<file path="src/rtl/trap_controller.sv">
`default_nettype none
// ============================================================================
// Module   : trap_controller
// Purpose  : Machine-mode trap entry / MRET sequencer. At an instruction
//            boundary it picks the winning exception, MRET or interrupt,
//            holds the core, pulses the CSR update and redirects fetch.
// Revision : 1.0 - initial release
// ============================================================================
module trap_controller #(
  parameter int FAST_IRQS   = 16,
  parameter bit VECTORED_EN = 1'b1
) (
  input  logic        clk_i,
  input  logic        rst_ni,
  input  logic        mstatus_mie_i,
  input  logic [31:0] csr_mie_i,
  input  logic [31:0] csr_mip_i,
  input  logic [31:0] csr_mtvec_i,
  input  logic [31:0] csr_mepc_i,
  input  logic        insn_boundary_i,
  input  logic [31:0] pc_current_i,
  input  logic [31:0] pc_next_i,
  input  logic        exc_illegal_i,
  input  logic        exc_ecall_i,
  input  logic        exc_ebreak_i,
  input  logic [31:0] exc_tval_i,
  input  logic        mret_i,
  output logic        core_hold_o,
  output logic        trap_wr_o,
  output logic [31:0] trap_mepc_o,
  output logic [31:0] trap_mcause_o,
  output logic [31:0] trap_mtval_o,
  output logic        mstatus_enter_o,
  output logic        mstatus_exit_o,
  output logic        redirect_valid_o,
  output logic [31:0] redirect_pc_o,
  input  logic        redirect_ready_i
);

  typedef enum logic [1:0] {
    IDLE     = 2'd0,
    SAVE     = 2'd1,
    RESTORE  = 2'd2,
    REDIRECT = 2'd3
  } state_e;

  // Implemented interrupt lines: MSI(3), MTI(7), MEI(11) plus the fast lines.
  localparam logic [31:0] C_FAST_MASK = ((32'd1 << FAST_IRQS) - 32'd1) << 16;
  localparam logic [31:0] C_IRQ_MASK  = 32'h0000_0888 | C_FAST_MASK;

  state_e      state_q;
  logic        core_hold_q;
  logic        trap_wr_q;
  logic [31:0] trap_mepc_q;
  logic [31:0] trap_mcause_q;
  logic [31:0] trap_mtval_q;
  logic        mstatus_enter_q;
  logic        mstatus_exit_q;
  logic        redirect_valid_q;
  logic [31:0] redirect_pc_q;

  logic [31:0] irq_pend_d;
  logic        irq_valid_d;
  logic [4:0]  irq_code_d;
  logic        exc_valid_d;
  logic [4:0]  exc_code_d;
  logic [31:0] exc_mtval_d;
  logic [31:0] trap_base_d;
  logic [31:0] trap_target_d;

  // Interrupt arbitration: fast lines lowest index first, then MTI, MSI, MEI on top.
  always_comb begin
    irq_pend_d  = csr_mie_i & csr_mip_i & C_IRQ_MASK;
    irq_valid_d = mstatus_mie_i && (|irq_pend_d);
    irq_code_d  = 5'd0;
    for (int i = FAST_IRQS - 1; i >= 0; i--) begin
      if (irq_pend_d[16 + i]) irq_code_d = 5'(16 + i);
    end
    if (irq_pend_d[7])  irq_code_d = 5'd7;
    if (irq_pend_d[3])  irq_code_d = 5'd3;
    if (irq_pend_d[11]) irq_code_d = 5'd11;
  end

  // Exception arbitration: illegal > ebreak > ecall, with the matching mtval.
  always_comb begin
    exc_valid_d = exc_illegal_i | exc_ebreak_i | exc_ecall_i;
    exc_code_d  = 5'd11;
    exc_mtval_d = 32'd0;
    if (exc_illegal_i) begin
      exc_code_d  = 5'd2;
      exc_mtval_d = exc_tval_i;
    end else if (exc_ebreak_i) begin
      exc_code_d  = 5'd3;
      exc_mtval_d = pc_current_i;
    end
  end

  // Handler address from mtvec; only interrupts use the vectored offset.
  always_comb begin
    trap_base_d   = {csr_mtvec_i[31:2], 2'b00};
    trap_target_d = trap_base_d;
    if (VECTORED_EN && (csr_mtvec_i[1:0] == 2'b01) && trap_mcause_q[31]) begin
      trap_target_d = trap_base_d + {25'd0, trap_mcause_q[4:0], 2'b00};
    end
  end

  // Sequencer with registered outputs; pulses default low every cycle.
  always_ff @(posedge clk_i or negedge rst_ni) begin
    if (!rst_ni) begin
      state_q          <= IDLE;
      core_hold_q      <= 1'b0;
      trap_wr_q        <= 1'b0;
      trap_mepc_q      <= 32'd0;
      trap_mcause_q    <= 32'd0;
      trap_mtval_q     <= 32'd0;
      mstatus_enter_q  <= 1'b0;
      mstatus_exit_q   <= 1'b0;
      redirect_valid_q <= 1'b0;
      redirect_pc_q    <= 32'd0;
    end else begin
      trap_wr_q       <= 1'b0;
      mstatus_enter_q <= 1'b0;
      mstatus_exit_q  <= 1'b0;
      case (state_q)
        IDLE: begin
          if (insn_boundary_i) begin
            if (exc_valid_d) begin
              trap_mepc_q     <= pc_current_i;
              trap_mcause_q   <= {27'd0, exc_code_d};
              trap_mtval_q    <= exc_mtval_d;
              trap_wr_q       <= 1'b1;
              mstatus_enter_q <= 1'b1;
              core_hold_q     <= 1'b1;
              state_q         <= SAVE;
            end else if (mret_i) begin
              // Pending interrupts wait for the next boundary after MIE is restored.
              redirect_pc_q  <= csr_mepc_i & 32'hFFFF_FFFC;
              mstatus_exit_q <= 1'b1;
              core_hold_q    <= 1'b1;
              state_q        <= RESTORE;
            end else if (irq_valid_d) begin
              trap_mepc_q     <= pc_next_i;
              trap_mcause_q   <= {1'b1, 26'd0, irq_code_d};
              trap_mtval_q    <= 32'd0;
              trap_wr_q       <= 1'b1;
              mstatus_enter_q <= 1'b1;
              core_hold_q     <= 1'b1;
              state_q         <= SAVE;
            end
          end
        end
        SAVE: begin
          redirect_pc_q    <= trap_target_d;
          redirect_valid_q <= 1'b1;
          state_q          <= REDIRECT;
        end
        RESTORE: begin
          redirect_valid_q <= 1'b1;
          state_q          <= REDIRECT;
        end
        REDIRECT: begin
          if (redirect_ready_i) begin
            redirect_valid_q <= 1'b0;
            core_hold_q      <= 1'b0;
            state_q          <= IDLE;
          end
        end
        default: begin
          redirect_valid_q <= 1'b0;
          core_hold_q      <= 1'b0;
          state_q          <= IDLE;
        end
      endcase
    end
  end

  assign core_hold_o      = core_hold_q;
  assign trap_wr_o        = trap_wr_q;
  assign trap_mepc_o      = trap_mepc_q;
  assign trap_mcause_o    = trap_mcause_q;
  assign trap_mtval_o     = trap_mtval_q;
  assign mstatus_enter_o  = mstatus_enter_q;
  assign mstatus_exit_o   = mstatus_exit_q;
  assign redirect_valid_o = redirect_valid_q;
  assign redirect_pc_o    = redirect_pc_q;

endmodule
`default_nettype wire
</file>
<file path="config.mk">
export PLATFORM = sky130hd
export DESIGN_NAME = trap_controller
export DESIGN_NICKNAME = d
export VERILOG_FILES = /design/src/rtl/trap_controller.sv
export SDC_FILE = /design/constraint.sdc
export NUM_CORES = 1
export LEC_CHECK = 0
export CORE_MARGIN = 5
export CORE_UTILIZATION = 25
export DETAILED_ROUTE_END_ITERATION = 8
export GPL_ROUTABILITY_DRIVEN = 1
export MAX_ROUTING_LAYER = met4
export PLACE_DENSITY_LB_ADDON = 0.3
export RECOVER_POWER = 25
export SYNTH_ARGS = -nofsm -noshare
export SYNTH_HDL_FRONTEND = slang
export SYNTH_SLANG_ARGS = --single-unit
</file>
<file path="constraint.sdc">
create_clock -name clk_i -period 2.8 [get_ports clk_i]
set_input_delay 0.42 -clock clk_i [delete_from_list [all_inputs] [get_ports clk_i]]
set_output_delay 0.42 -clock clk_i [all_outputs]
set_load 0.02 [all_outputs]
</file>
==> results.md <==
- Gate Count Post-Synth: 774
- Highest net fanout along the worst path: 8
- Synth Area per Inst: 8.07 um2
- DR iter-0 viols: 303
- First-pass GRT wire length: 36,300 um
- Most frequent cells in the layout: clkdlybuf4s50_1 (307), nand2_1 (174), dfrtp_1 (106), nor2_1 (83), o21ai_0 (72)
- Number of max-cap violations: 1
- Final setup viols: 0
- Ports: 366
- Placed inst area: 9620 um2
- Syn. warnings: 0
- H-tree depth: 3
- Die Y: 168 um
- Top_reg_cell synth: dfrtp_1
- Core box area: 24,500 um2
- Post-CTS sizing: 0
- TritonCTS clock tree: built
- Post-synthesis cell type count: 57
- Switching Share: 41.3%
- Setup Buffers After CTS: 0
- DRT Pass-1 Iters: 4
- Register bit count reported by yosys: 106
- Drc violations: 0
- Slew headroom: -4.63%
- Row Count: 57
- Comb power frac: 54.1%
- Layout cells sized above 1: 4.59%
- Post-DRT Antenna Nets: 0
- Setup_tns: 0 ns
- Startpoint types: primary input
- Fraction of registers with async set/reset: 100%
- Initial Utilization: 25.5%
- DR vias: 6,375
- Buf/Inv on CP: 3
- Die W: 168 um
- Post-Route WL: 24,000 um
- Gp weighted congestion: 0.794
- Status: complete, but fails checks
- Worst-Skew Late Latency: 0.35 ns
- Worst slew pin tran: 1.57 ns
- Commonest non-fill, non-tap cell in the layout: clkdlybuf4s50_1
- Worst r2r src: state_q[0]$_DFFE_PN0P_
- Period utilization: 86.6%
- Filler cell count: 2,530
- CTS Buffer Depth: 2
- Unrepaired setup endpoints after global routing: no
- Clock power frac: 14.9%
- Worst Path Arrival: 2.62 ns
- Tot GR Track Use: 16.8%
- Final Max Slew Viols: 107
- CP Cell Sequence: clkdlybuf4s50_1 -> ha_1 -> inv_1 -> fa_1 -> nor2b_1 -> o31a_1 -> o21a_1 -> buf_12 -> nand4_1 -> xor2_1 -> o21ai_0
- CTS Hold Bufs: 0
- Design Area, Final: 9910 um2
- Worst path max stage delay: 0.48 ns
- Failing checks: max-capacitance violations, max-slew violations
- Seq/Total Area, Yosys: 42.4%
- CP endpoint kind: flop
- Num CTS Buffers: 9
- FMAX: 413 MHz
- Largest net degree at the start of global routing: 107
- P_sw: 3.59 mW
- Worst Hold Class: flop to flop
- Worst setup path category: primary input to flop
- Leakage: 4.03 nW
- Peak supply drop: 419 uV
- Cell Area, Synth: 6250 um2
- DR WL/cell: 17.2 um
- Vias per inst: 4.58
- Final nets: 1,305
- Final Skew: 0.0124 ns
- Initial antenna violation count: 1
- Vias in the first global route: 6,365
- Post-synth EDFFs: 0
- DP HPWL: 18,200 um
- Fin crit period: 2.42 ns
- CP required: 2.99 ns
- Hold wc startpoint: redirect_pc_o[6]$_DFFE_PN0P_
- Port Buf Inserts: 309
- Top Family by Delay on Critical Path: buffers and inverters
- Hold violation count in the final report: 0
- Worst Setup SP: csr_mtvec_i[2]
- PwrDens: 878 nW/um2
- Register share of total power: 30.9%
- Slowest CP cell: clkdlybuf4s50_1
- Grt total ovfl: 0
- P&R area growth vs syn: 58.5%
- Clock transition at the registers of the reported paths: 0.08 ns
- Root Driver: clkbuf_16
- Internal: 5.11 mW
- Sink Count: 106
- Die area: 28,300 um2
[power groups by stage]
stage	registers (mW)	logic (mW)	clock network [mW]
finish	2.69	4.71	1.30
global route	2.79	5.13	1.42
floorplan	3.55	1.58	0
detailed placement	2.72	4.79	0
CTS	2.70	4.80	1.36
global placement	2.68	4.78	0
[final timing paths]
| path | to | slack (ns) | cells after the start |
|---|---|---|---|
| worst max-delay path | redirect_pc_o[30]$_DFFE_PN0P_ | 0.38 | 11 |
| worst min-delay path | redirect_pc_o[6]$_DFFE_PN0P_ | 0.48 | 1 |
| worst max register to register | redirect_pc_o[19]$_DFFE_PN0P_ | 0.49 | 6 |
| worst min register to register | redirect_pc_o[6]$_DFFE_PN0P_ | 0.48 | 1 |
| max in group asynchronous | trap_mcause_o[31]$_DFFE_PN0P_ | 1.22 | 2 |
| min in group asynchronous | trap_mepc_o[14]$_DFFE_PN0P_ | 0.59 | 2 |
[per-layer routing]
metal | GRT usage (%) | share of wire, %
met5 | - | 0
met3 | 5.79 | 8.6
met4 | 3.00 | 0.98
met2 | 27.9 | 48
met1 | 20.0 | 42
[metrics by stage]
| step | util, % | instances | total power, mW | setup WS [ns] | hold slack, ns |
|---|---|---|---|---|---|
| global placement | 39.3 | 1376 | 7.46 | 0.0215 | 0.460 |
| detailed placement | 39.3 | 1376 | 7.51 | -0.0123 | 0.466 |
| global route | 40.5 | 1393 | 9.34 | 0.142 | 0.502 |
| finish | 40.5 | 1393 | 8.70 | 0.376 | 0.480 |
| CTS | 40.5 | 1392 | 8.87 | 0.372 | 0.166 |
| floorplan | - | 801 | 5.13 | 0.639 | 0.124 |
[cell type report]
class	instances	area (um2)	area share, %
diodes	1	2.50	0.0253
clock buffers	10	239	2.41
clock inverters	6	60.1	0.606
inverters	11	41.3	0.417
multi-input cells	606	3210	32.4
flip-flops and latches	106	2650	26.8
well taps	324	405	4.09
repair buffers	329	3300	33.3
[cell usage after synthesis (5+ instances only)]
library cell	n	area share, %
and2_1	5	0.50
nand2_1	174	10
a21o_1	5	0.60
nor3b_1	18	2.2
clkbuf_1	31	1.9
a31oi_1	34	3.4
o21ai_0	72	5.8
dfrtp_1	106	42
buf_4	34	4.1
and4_1	5	0.70
o211ai_1	5	0.60
xnor2_1	13	1.8
xor2_1	9	1.3
a211oi_1	7	0.84
ha_1	8	1.6
nand3_1	17	1.4
a21oi_1	56	4.5
inv_1	10	0.60
a22oi_1	5	0.60
buf_6	6	1.1
nor2_1	83	5.0
buf_2	7	0.56
mux2i_1	5	0.80
[kinds of logic after synthesis]
family | count (synthesis) | synth area share [%]
buffers and inverters | 89 | 8.25
muxes | 7 | 1.16
xor gates and xnor gates | 22 | 3.08
AOI/OAI and AO/OA | 211 | 20.1
and+or+nand+nor | 329 | 23.0
other | 1 | 0.0600
adders and majority gates | 9 | 1.92
DFF | 106 | 42.4
[sequential cells by signal, indices dropped and copies added, names as in the netlist]
register / cells
trap_mcause_o: 6
trap_mtval_o: 32
trap_mepc_o: 32
mstatus_enter_o: 1
mstatus_exit_o: 1
redirect_valid_o: 1
redirect_pc_o: 30
core_hold_o: 1
state_q: 2
No activity file was read; power rests on OpenSTA's default activity.
